<file path="config.mk">
export PLATFORM = sky130hd
export DESIGN_NAME = delta_calculator
export DESIGN_NICKNAME = d
export VERILOG_FILES = /design/src/rtl/digit_pkg.sv /design/src/rtl/digit_argmax.sv /design/src/rtl/delta_calculator.sv
export SDC_FILE = /design/constraint.sdc
export NUM_CORES = 1
export LEC_CHECK = 0
export ABC_CLOCK_PERIOD_IN_PS = 4400
export BUFFER_PORTS_ARGS = -buffer_cell sky130_fd_sc_hd__buf_4
export CORE_MARGIN = 2
export CORE_UTILIZATION = 51
export CTS_CLUSTER_SIZE = 24
export DETAILED_ROUTE_END_ITERATION = 7
export PLACE_DENSITY = 0.75
export SYNTH_ARGS = -nofsm -noshare
export SYNTH_HDL_FRONTEND = slang
export SYNTH_HIERARCHICAL = 1
export SYNTH_SLANG_ARGS = --single-unit
</file>
<file path="constraint.sdc">
create_clock -name clk -period 4.4 [get_ports clk]
set_input_delay 0.44 -clock clk [delete_from_list [all_inputs] [get_ports clk]]
set_output_delay 0.44 -clock clk [all_outputs]
set_load 0.05 [all_outputs]
</file>
<file path="src/rtl/digit_pkg.sv">
// Shared constants and FSM state type for the digit delta calculator.
// The index width is derived per-instance, so it lives in the modules.
package digit_pkg;

    localparam int NUM_DIGITS = 10;
    localparam int WEIGHT_W   = 4;
    localparam int DELTA_W    = 5;
    localparam int ONE_Q      = 8;

    typedef enum logic [1:0] {
        IDLE,
        STREAM,
        DONE
    } state_t;

endpackage

</file>
<file path="src/rtl/digit_argmax.sv">
// Running-maximum tracker over streamed (index, weight) pairs.
// best_idx_o already includes the update applied in the current cycle.
module digit_argmax #(
    parameter int IDX_W    = 4,
    parameter int WEIGHT_W = 4
) (
    input  logic                clk,
    input  logic                rst,
    input  logic                clear_i,
    input  logic                update_i,
    input  logic [IDX_W-1:0]    idx_i,
    input  logic [WEIGHT_W-1:0] weight_i,
    output logic [IDX_W-1:0]    best_idx_o
);

    logic [IDX_W-1:0]    best_idx_q, best_idx_d;
    logic [WEIGHT_W-1:0] best_w_q, best_w_d;

    // Strict greater-than keeps the earliest (lowest) index on ties; clearing
    // to index 0 / weight 0 is safe because weights are unsigned.
    always_comb begin
        best_idx_d = best_idx_q;
        best_w_d   = best_w_q;
        if (update_i && (weight_i > best_w_q)) begin
            best_idx_d = idx_i;
            best_w_d   = weight_i;
        end
    end

    always_ff @(posedge clk) begin
        if (rst || clear_i) begin
            best_idx_q <= '0;
            best_w_q   <= '0;
        end else begin
            best_idx_q <= best_idx_d;
            best_w_q   <= best_w_d;
        end
    end

    assign best_idx_o = best_idx_d;

endmodule

</file>
<file path="src/rtl/delta_calculator.sv">
// Streams per-class error deltas (weight minus one-hot target) to a backprop
// stage with valid/ready handshaking, then reports argmax and label checks.
module delta_calculator #(
    parameter int NUM_DIGITS = digit_pkg::NUM_DIGITS,
    parameter int WEIGHT_W   = digit_pkg::WEIGHT_W
) (
    input  logic                                 clk,
    input  logic                                 rst,
    input  logic                                 delta_en,
    input  logic [0:NUM_DIGITS-1]                expected_label,
    input  logic [0:NUM_DIGITS-1][WEIGHT_W-1:0]  digit_weights,
    input  logic                                 delta_ready,
    output logic                                 delta_valid,
    output logic [$clog2(NUM_DIGITS)-1:0]        delta_index,
    output logic [digit_pkg::DELTA_W-1:0]        delta_value,
    output logic                                 calculation_complete,
    output logic [$clog2(NUM_DIGITS)-1:0]        predicted_digit,
    output logic                                 prediction_correct,
    output logic                                 label_error
);

    import digit_pkg::*;

    localparam int               IDX_W    = $clog2(NUM_DIGITS);
    localparam logic [IDX_W-1:0] LAST_IDX = IDX_W'(NUM_DIGITS - 1);

    state_t                               state_q;
    logic [IDX_W-1:0]                     index_q;
    logic [0:NUM_DIGITS-1]                label_q;
    logic [0:NUM_DIGITS-1][WEIGHT_W-1:0]  weights_q;
    logic [IDX_W-1:0]                     predicted_q;
    logic                                 correct_q;
    logic                                 label_error_q;

    logic                                 start;
    logic                                 transfer;
    logic [IDX_W-1:0]                     best_idx_d;
    logic [WEIGHT_W-1:0]                  cur_weight;
    logic                                 cur_target;
    logic [IDX_W:0]                       ones_d;
    logic                                 one_hot_d;

    assign start      = (state_q == IDLE) && delta_en;
    assign transfer   = (state_q == STREAM) && delta_ready;
    assign cur_weight = weights_q[index_q];
    assign cur_target = label_q[index_q];

    always_comb begin
        ones_d = '0;
        for (int i = 0; i < NUM_DIGITS; i++) begin
            ones_d = ones_d + (IDX_W+1)'(label_q[i]);
        end
        one_hot_d = (ones_d == (IDX_W+1)'(1));
    end

    digit_argmax #(
        .IDX_W    (IDX_W),
        .WEIGHT_W (WEIGHT_W)
    ) u_argmax (
        .clk        (clk),
        .rst        (rst),
        .clear_i    (start),
        .update_i   (transfer),
        .idx_i      (index_q),
        .weight_i   (cur_weight),
        .best_idx_o (best_idx_d)
    );

    // Results are latched on the final transfer so they are valid during DONE
    // and then hold until the next run completes.
    always_ff @(posedge clk) begin
        if (rst) begin
            state_q       <= IDLE;
            index_q       <= '0;
            label_q       <= '0;
            weights_q     <= '0;
            predicted_q   <= '0;
            correct_q     <= 1'b0;
            label_error_q <= 1'b0;
        end else begin
            case (state_q)
                IDLE: begin
                    if (delta_en) begin
                        label_q   <= expected_label;
                        weights_q <= digit_weights;
                        index_q   <= '0;
                        state_q   <= STREAM;
                    end
                end
                STREAM: begin
                    if (delta_ready) begin
                        if (index_q == LAST_IDX) begin
                            state_q       <= DONE;
                            predicted_q   <= best_idx_d;
                            correct_q     <= label_q[best_idx_d];
                            label_error_q <= ~one_hot_d;
                        end else begin
                            index_q <= index_q + 1'b1;
                        end
                    end
                end
                DONE:    state_q <= IDLE;
                default: state_q <= IDLE;
            endcase
        end
    end

    assign delta_valid          = (state_q == STREAM);
    assign calculation_complete = (state_q == DONE);
    assign delta_index          = delta_valid ? index_q : '0;
    assign delta_value          = delta_valid
                                ? DELTA_W'({1'b0, cur_weight}) - (cur_target ? DELTA_W'(ONE_Q) : '0)
                                : '0;
    assign predicted_digit      = predicted_q;
    assign prediction_correct   = correct_q;
    assign label_error          = label_error_q;

endmodule

</file>
==> reports/qor.yml, run 1 <==
synthesis:
  yosysTopAreaCell: "dfxtp_1"
  netlist_instances: 429
  synth_area_leaders: "dfxtp_1 39%, nand2_1 14%, a21oi_1 8.4%"
  async_flop_share_pct: 0
  yosys_warnings: 6
  syn_area_per_cell_um2: 8.48
  ys_dominant_reg_cell: "dfxtp_1"
  synth_top_area_share_pct: 38.5
  synth-edff-count: 0
  syn-cell-area_um2: 3640
  yosysSeqAreaShare_pct: 38.5
  ys_top_cells_by_count: "134 x nand2_1, 70 x dfxtp_1, 61 x a21oi_1"
  synth_fp_nets: 498
  ys_types: 48
  synth-seq-cells: 70
  yosysMostFrequentCell: "nand2_1"
timing:
  layout_min_cycle_time_ps: 3450
  slew_violations: 0
  final.setup.worst_slack_ps: 951
  final-hold-violation-count: 0
  fmax_mhz: 290
  clock_skew_ps: 4.95
  setup_viol: 0
  fin_tns_setup_ps: 0
  maxSlewHeadroom_pct: 38.0
  tightest_slew_ps: 926
  hold_slack_ps: 331
  fin_crit_sh_pct: 78.4
  rsz0062_at_grt: "false"
die:
  die_area_um2: 7830
  fp.dieH_um: 88.5
  rows: 30
  io_pins: 71
  start_util_pct: 53.0
  die_w_um: 88.5
  fp.coreArea_um2: 6870
cts:
  htreeDepth: 3
  clockRootBuffer: "clkbuf_8"
  clkLatencyLatePin_ps: 350
  cts_made_buffers: 9
  postCtsSetupRepairBufs: 0
  clk_pin_slew_ps: 70
  cts_tree: "done"
  cts_sinks: 70
  hold_buffers: 0
  clk_path_buf_depth: 2
  ctsResizeCount: 0
route:
  avgRoutedWirePerCell_um: 13.7
  drcViolationCount: 0
  drt_pre_antenna_iters: 4
  via_per_inst: 5.23
  routed_wl_mm: 8.03
  antenna_left: 0
  vias: 3075
  drt_iter0_drc: 125
setup_path:
  critPathLaunchType: "register"
  worstPathMaxFanout: 4
  cp.arrival_ps: 3660
  required_ps: 4610
  cp-end-kind: "register"
  setup.worst_path.class: "register to register"
finish:
  antenna_cells: 0
  final_cells: 588
  final_layout_size_suffix_gt1_share_pct: 24.6
  final_core_util_pct: 64.6
  nNetsFinal: 556
  fin_area_um2: 4440
  syn_to_final_growth_pct: 21.9
power_and_ir_drop:
  p_leak_nw: 1.79
  power_mw: 1.62
  p_per_area_nw_per_um2: 366
  peakVddDrop_mv: 0.192
global_route:
  grt_max_degree: 64
  grt_pass1_vias: 2902
  grt_overflow: 0
  antenna_found_initial: 0
  grtUsageTotal_pct: 22.5
  grt_pass1_wl_mm: 13.5
place:
  placed_area_um2: 4160
  hpwl_mm: 5.73
  dp_slack_ps: 1000
  gp_congestion: 0.859
  placed_cells: 572
  portBuffers: 70
min_path:
  hp-class: "primary input to register"
run:
  cap_violations: 0
run_status:
  outcome: "finished clean"
==> power by group <==
part,internal (mW),switching [mW],leakage [nW]
Clock,0.466,0.245,0.140
Combinational,0.102,0.126,1.07
Sequential,0.663,0.0226,0.572
==> path summary, 6_finish.rpt <==
| check | startpoint | depth (start not counted) | slack [ps] | to |
|---|---|---|---|---|
| worst max-delay path | label_q[2]$_SDFFE_PP0P_ | 12 | 950 | label_error$_SDFFE_PP0P_ |
| worst min-delay path | digit_weights[6] | 3 | 330 | weights_q[6]$_SDFFE_PP0P_ |
| worst max register to register | label_q[2]$_SDFFE_PP0P_ | 12 | 950 | label_error$_SDFFE_PP0P_ |
| worst min register to register | weights_q[26]$_SDFFE_PP0P_ | 2 | 450 | weights_q[26]$_SDFFE_PP0P_ |
==> worst max-delay path: stages, from the launching register on <==
cell and delay, ps:
dfxtp_1 450, fa_1 500, fa_1 510, inv_1 50, fa_1 430, inv_1 70
ha_1 150, inv_1 60, fa_1 400, a2111oi_0 390, a21oi_1 80, nor3_1 180
nor3_1 60
==> routing by layer <==
metal | global-route usage [%] | up-vias | wire length (µm)
li1 | - | 1544 | -
met1 | 31.2 | 1428 | 3760
met2 | 34.2 | 88 | 3670
met3 | 3.82 | 15 | 460
met4 | 11.0 | 0 | 142
met5 | 0 | - | 0
==> layout by cell type (no fill, tap or decap), types with 2 or more instances in the layout <==
| master | Yosys | final |
|---|---|---|
| or2_2 | 3 | 3 |
| buf_4 | 0 | 76 |
| nand3b_1 | 2 | 2 |
| mux4_2 | 5 | 5 |
| dfxtp_1 | 70 | 70 |
| mux2_4 | 2 | 2 |
| a221oi_2 | 3 | 3 |
| bufinv_16 | 0 | 4 |
| clkbuf_8 | 0 | 11 |
| and3b_1 | 2 | 2 |
| fa_1 | 6 | 6 |
| nor2b_1 | 2 | 2 |
| nand2_1 | 134 | 134 |
| mux4_1 | 3 | 3 |
| ha_1 | 9 | 9 |
| and2_1 | 4 | 4 |
| nand2b_1 | 3 | 3 |
| nand3_1 | 2 | 2 |
| mux2_2 | 4 | 4 |
| inv_1 | 17 | 17 |
| nor2_1 | 16 | 16 |
| mux2i_1 | 24 | 24 |
| nor3_1 | 3 | 3 |
| o21ai_1 | 4 | 4 |
| a21oi_1 | 61 | 61 |
==> cell families after synthesis <==
logic type,Yosys count,synth area share (%)
muxes,38,13.9
buffers and inverters,47,6.60
and+or+nand+nor,177,20.5
xor gates and xnor gates,2,0.481
AOI/OAI and AO/OA,80,13.6
DFF,70,38.5
adders and majority gates,15,6.39
==> registers in the layout, summed over array words and instances (netlist names) <==
signal and flops:
u_argmax/best_w_q 4, label_error 1, prediction_correct 1, weights_q 40
predicted_digit 4, index_q 4, u_argmax/best_idx_q 4, label_q 10
state_q 2
==> area by class of cell <==
| type | instances | area (µm²) |
|---|---|---|
| Fill cell | 608 | 2430 |
| Inverter | 18 | 67.6 |
| Sequential cell | 70 | 1400 |
| Clock buffer | 11 | 151 |
| Clock inverter | 5 | 129 |
| Multi-Input combinational cell | 312 | 2000 |
| Tap cell | 96 | 120 |
| Timing Repair Buffer | 76 | 571 |
No activity file was read; power rests on OpenSTA's default activity.
==> run 2, diff against run 1 <==
- ABC_CLOCK_PERIOD_IN_PS: 4400 -> 3300
- clock period: 4.4 -> 3.3 ns (I/O delays scaled with it)
==> reports/qor.yml, run 2 (synthesized netlist as in run 1, its figures left out) <==
run_status:
  outcome: "finished with violations"
  violations: "negative setup slack"
min_path:
  min_from: "digit_weights[3]"
  hp-class: "primary input to register"
  whs_path_depth: 3
  whs_endpoint: "weights_q[3]$_SDFFE_PP0P_"
finish:
  regMostFlops: "weights_q"
  nNetsFinal: 570
  layout_commonest_cell: "nand2_1"
  final_core_util_pct: 67.1
  antenna_cells: 0
  final_cell_mix: "133 x nand2_1, 88 x buf_4, 65 x dfxtp_1"
  final_layout_size_suffix_gt1_share_pct: 29.6
  largest_register_ffs: 40
  syn_to_final_growth_pct: 26.6
  top_regs: "weights_q: 40 flops, label_q: 10 flops"
setup_path:
  cp-end-kind: "register"
  path_cells: "buf_6 > mux4_2 > mux2i_2 > mux2i_1 > ha_1 > nand4_1 > nand2_2 > a21oi_4 > buf_4 > mux2_2 > a21oi_1 > o211ai_1 > a311oi_1"
  rr_worst_depth: 13
  regToRegSetupSlack_ps: -70
  critPathLaunchType: "register"
  setup.worst_path.class: "register to register"
  critPathMaxStageDelay_ps: 510
  required_ps: 3550
  slowest_stage: "mux4_2"
  r2r-end: "prediction_correct$_SDFFE_PP0P_"
  cp.arrival_ps: 3620
  r2r_start: "index_q[0]$_SDFFE_PP0P_"
  worstPathMaxFanout: 10
power_and_ir_drop:
  p_sw_mw: 0.547
  power_mw: 2.13
  peakVddDrop_mv: 0.295
  pwr-share-comb_pct: 16.1
  p_int_mw: 1.58
  clockPowerShare_pct: 41.1
  switching_share_pct: 25.7
  p_per_area_nw_per_um2: 463
  p_leak_nw: 1.85
  share_seq_of_total_power_pct: 42.8
global_route:
  antenna_found_initial: 0
  grt_pass1_wl_mm: 14.2
  grt_overflow: 0
  grtUsageTotal_pct: 23.8
  grt_max_degree: 64
  grt_pass1_vias: 3052
timing:
  clock_skew_ps: 9.68
  final-hold-violation-count: 0
  slew_violations: 0
  rsz0062_at_grt: "true"
  fmax_mhz: 297
  tightest_slew_ps: 899
  final.setup.worst_slack_ps: -70.7
  maxSlewHeadroom_pct: 39.8
  fin_crit_sh_pct: 102
  setup_viol: 1
  layout_min_cycle_time_ps: 3370
place:
  gp_congestion: 0.853
  hpwl_mm: 5.98
  portBuffers: 70
die:
  start_util_pct: 53.0
  die_w_um: 88.5
  io_pins: 71
  fp.coreArea_um2: 6870
  fp.dieH_um: 88.5
  rows: 30
  die_area_um2: 7830
cts:
  cts_made_buffers: 9
  clkLatencyLatePin_ps: 360
  cts_tree: "done"
  clk_path_buf_depth: 2
  htreeDepth: 3
  clk_pin_slew_ps: 80
  cts_sinks: 70
  clockRootBuffer: "clkbuf_8"
route:
  avgRoutedWirePerCell_um: 14.4
  drt_iter0_drc: 220
  drt_pre_antenna_iters: 4
  drcViolationCount: 0
  antenna_left: 0
  via_per_inst: 5.23
  vias: 3148
  routed_wl_mm: 8.65
run:
  cap_violations: 0
-- run 2: changes by cell type in the layout (fill, tap and decap cells not counted), moves of 2 or more --
cell,delta
buf_4,+12
clkinvlp_4,+2
dfxtp_1,-5
dfxtp_2,+4
mux2i_1,-2
mux2i_2,+2
o21ai_1,-2
o21ai_2,+2
-- run 2: what timing repair did --
item                                    in CTS  in global routing
endpoints found under the setup margin       2                  2
pin swaps                                    4                  6
buffers inserted                             3                  2
hold buffers                                 0                  0
gates resized for setup                     12                  7
-- run 2: how the worst max path moves through the flow --
stage	from	end	cells past startpoint
after floorplan	index_q[0]$_SDFFE_PP0P_	prediction_correct$_SDFFE_PP0P_	15
after global placement	label_q[9]$_SDFFE_PP0P_	label_error$_SDFFE_PP0P_	12
after detailed placement	label_q[0]$_SDFFE_PP0P_	label_error$_SDFFE_PP0P_	12
after CTS	index_q[0]$_SDFFE_PP0P_	prediction_correct$_SDFFE_PP0P_	13
after global routing	index_q[0]$_SDFFE_PP0P_	prediction_correct$_SDFFE_PP0P_	13
final	index_q[0]$_SDFFE_PP0P_	prediction_correct$_SDFFE_PP0P_	13
-- run 2: worst max-delay path: cells and delay by family, from the launching register on --
kind | cells | cell delay (ps)
compound gates | 4 | 710
flops | 1 | 370
fa+ha+maj | 1 | 370
simple gates | 2 | 210
buf+inv | 2 | 360
mux | 4 | 1250
-- run 2: cell type report --
class                      count  area (µm²)
tap                           96         120
clock buffer                  11         151
inverter                      18        67.6
fill                         534        2260
clock inverter                 5         105
multi-input combinational    312        2060
timing repair buffer          90         692
sequential                    70        1410
-- run 2: power by group through the flow --
stage                     clock (mW)  combinational [mW]  sequential (mW)
after floorplan                    0               0.221            0.922
after CTS                      0.886               0.330            0.912
final                          0.876               0.344            0.912
after global routing           0.924               0.380            0.916
after detailed placement           0               0.316            0.930
after global placement             0               0.307            0.929
-- run 2: metrics by stage --
step	instances	setup TNS, ps	hold WS, ps	setup WS [ps]	instance area [µm²]
6_report	602	-70.7	214	-70.7	4610
3_5_place_dp	581	-111	447	-111	4240
3_3_place_gp	581	0	440	61.6	4240
2_1_floorplan	429	-26.2	432	-26.2	3640
5_1_grt	602	-196	218	-196	4610
4_1_cts	600	0	205	0.974	4550
-- run 2: metal layers --
layer	wire length, µm	GRT usage, %	up-vias
li1	-	-	1580
met1	3820	30.0	1461
met2	4160	39.4	94
met3	484	5.13	13
met4	190	10.2	0
met5	0	0	-
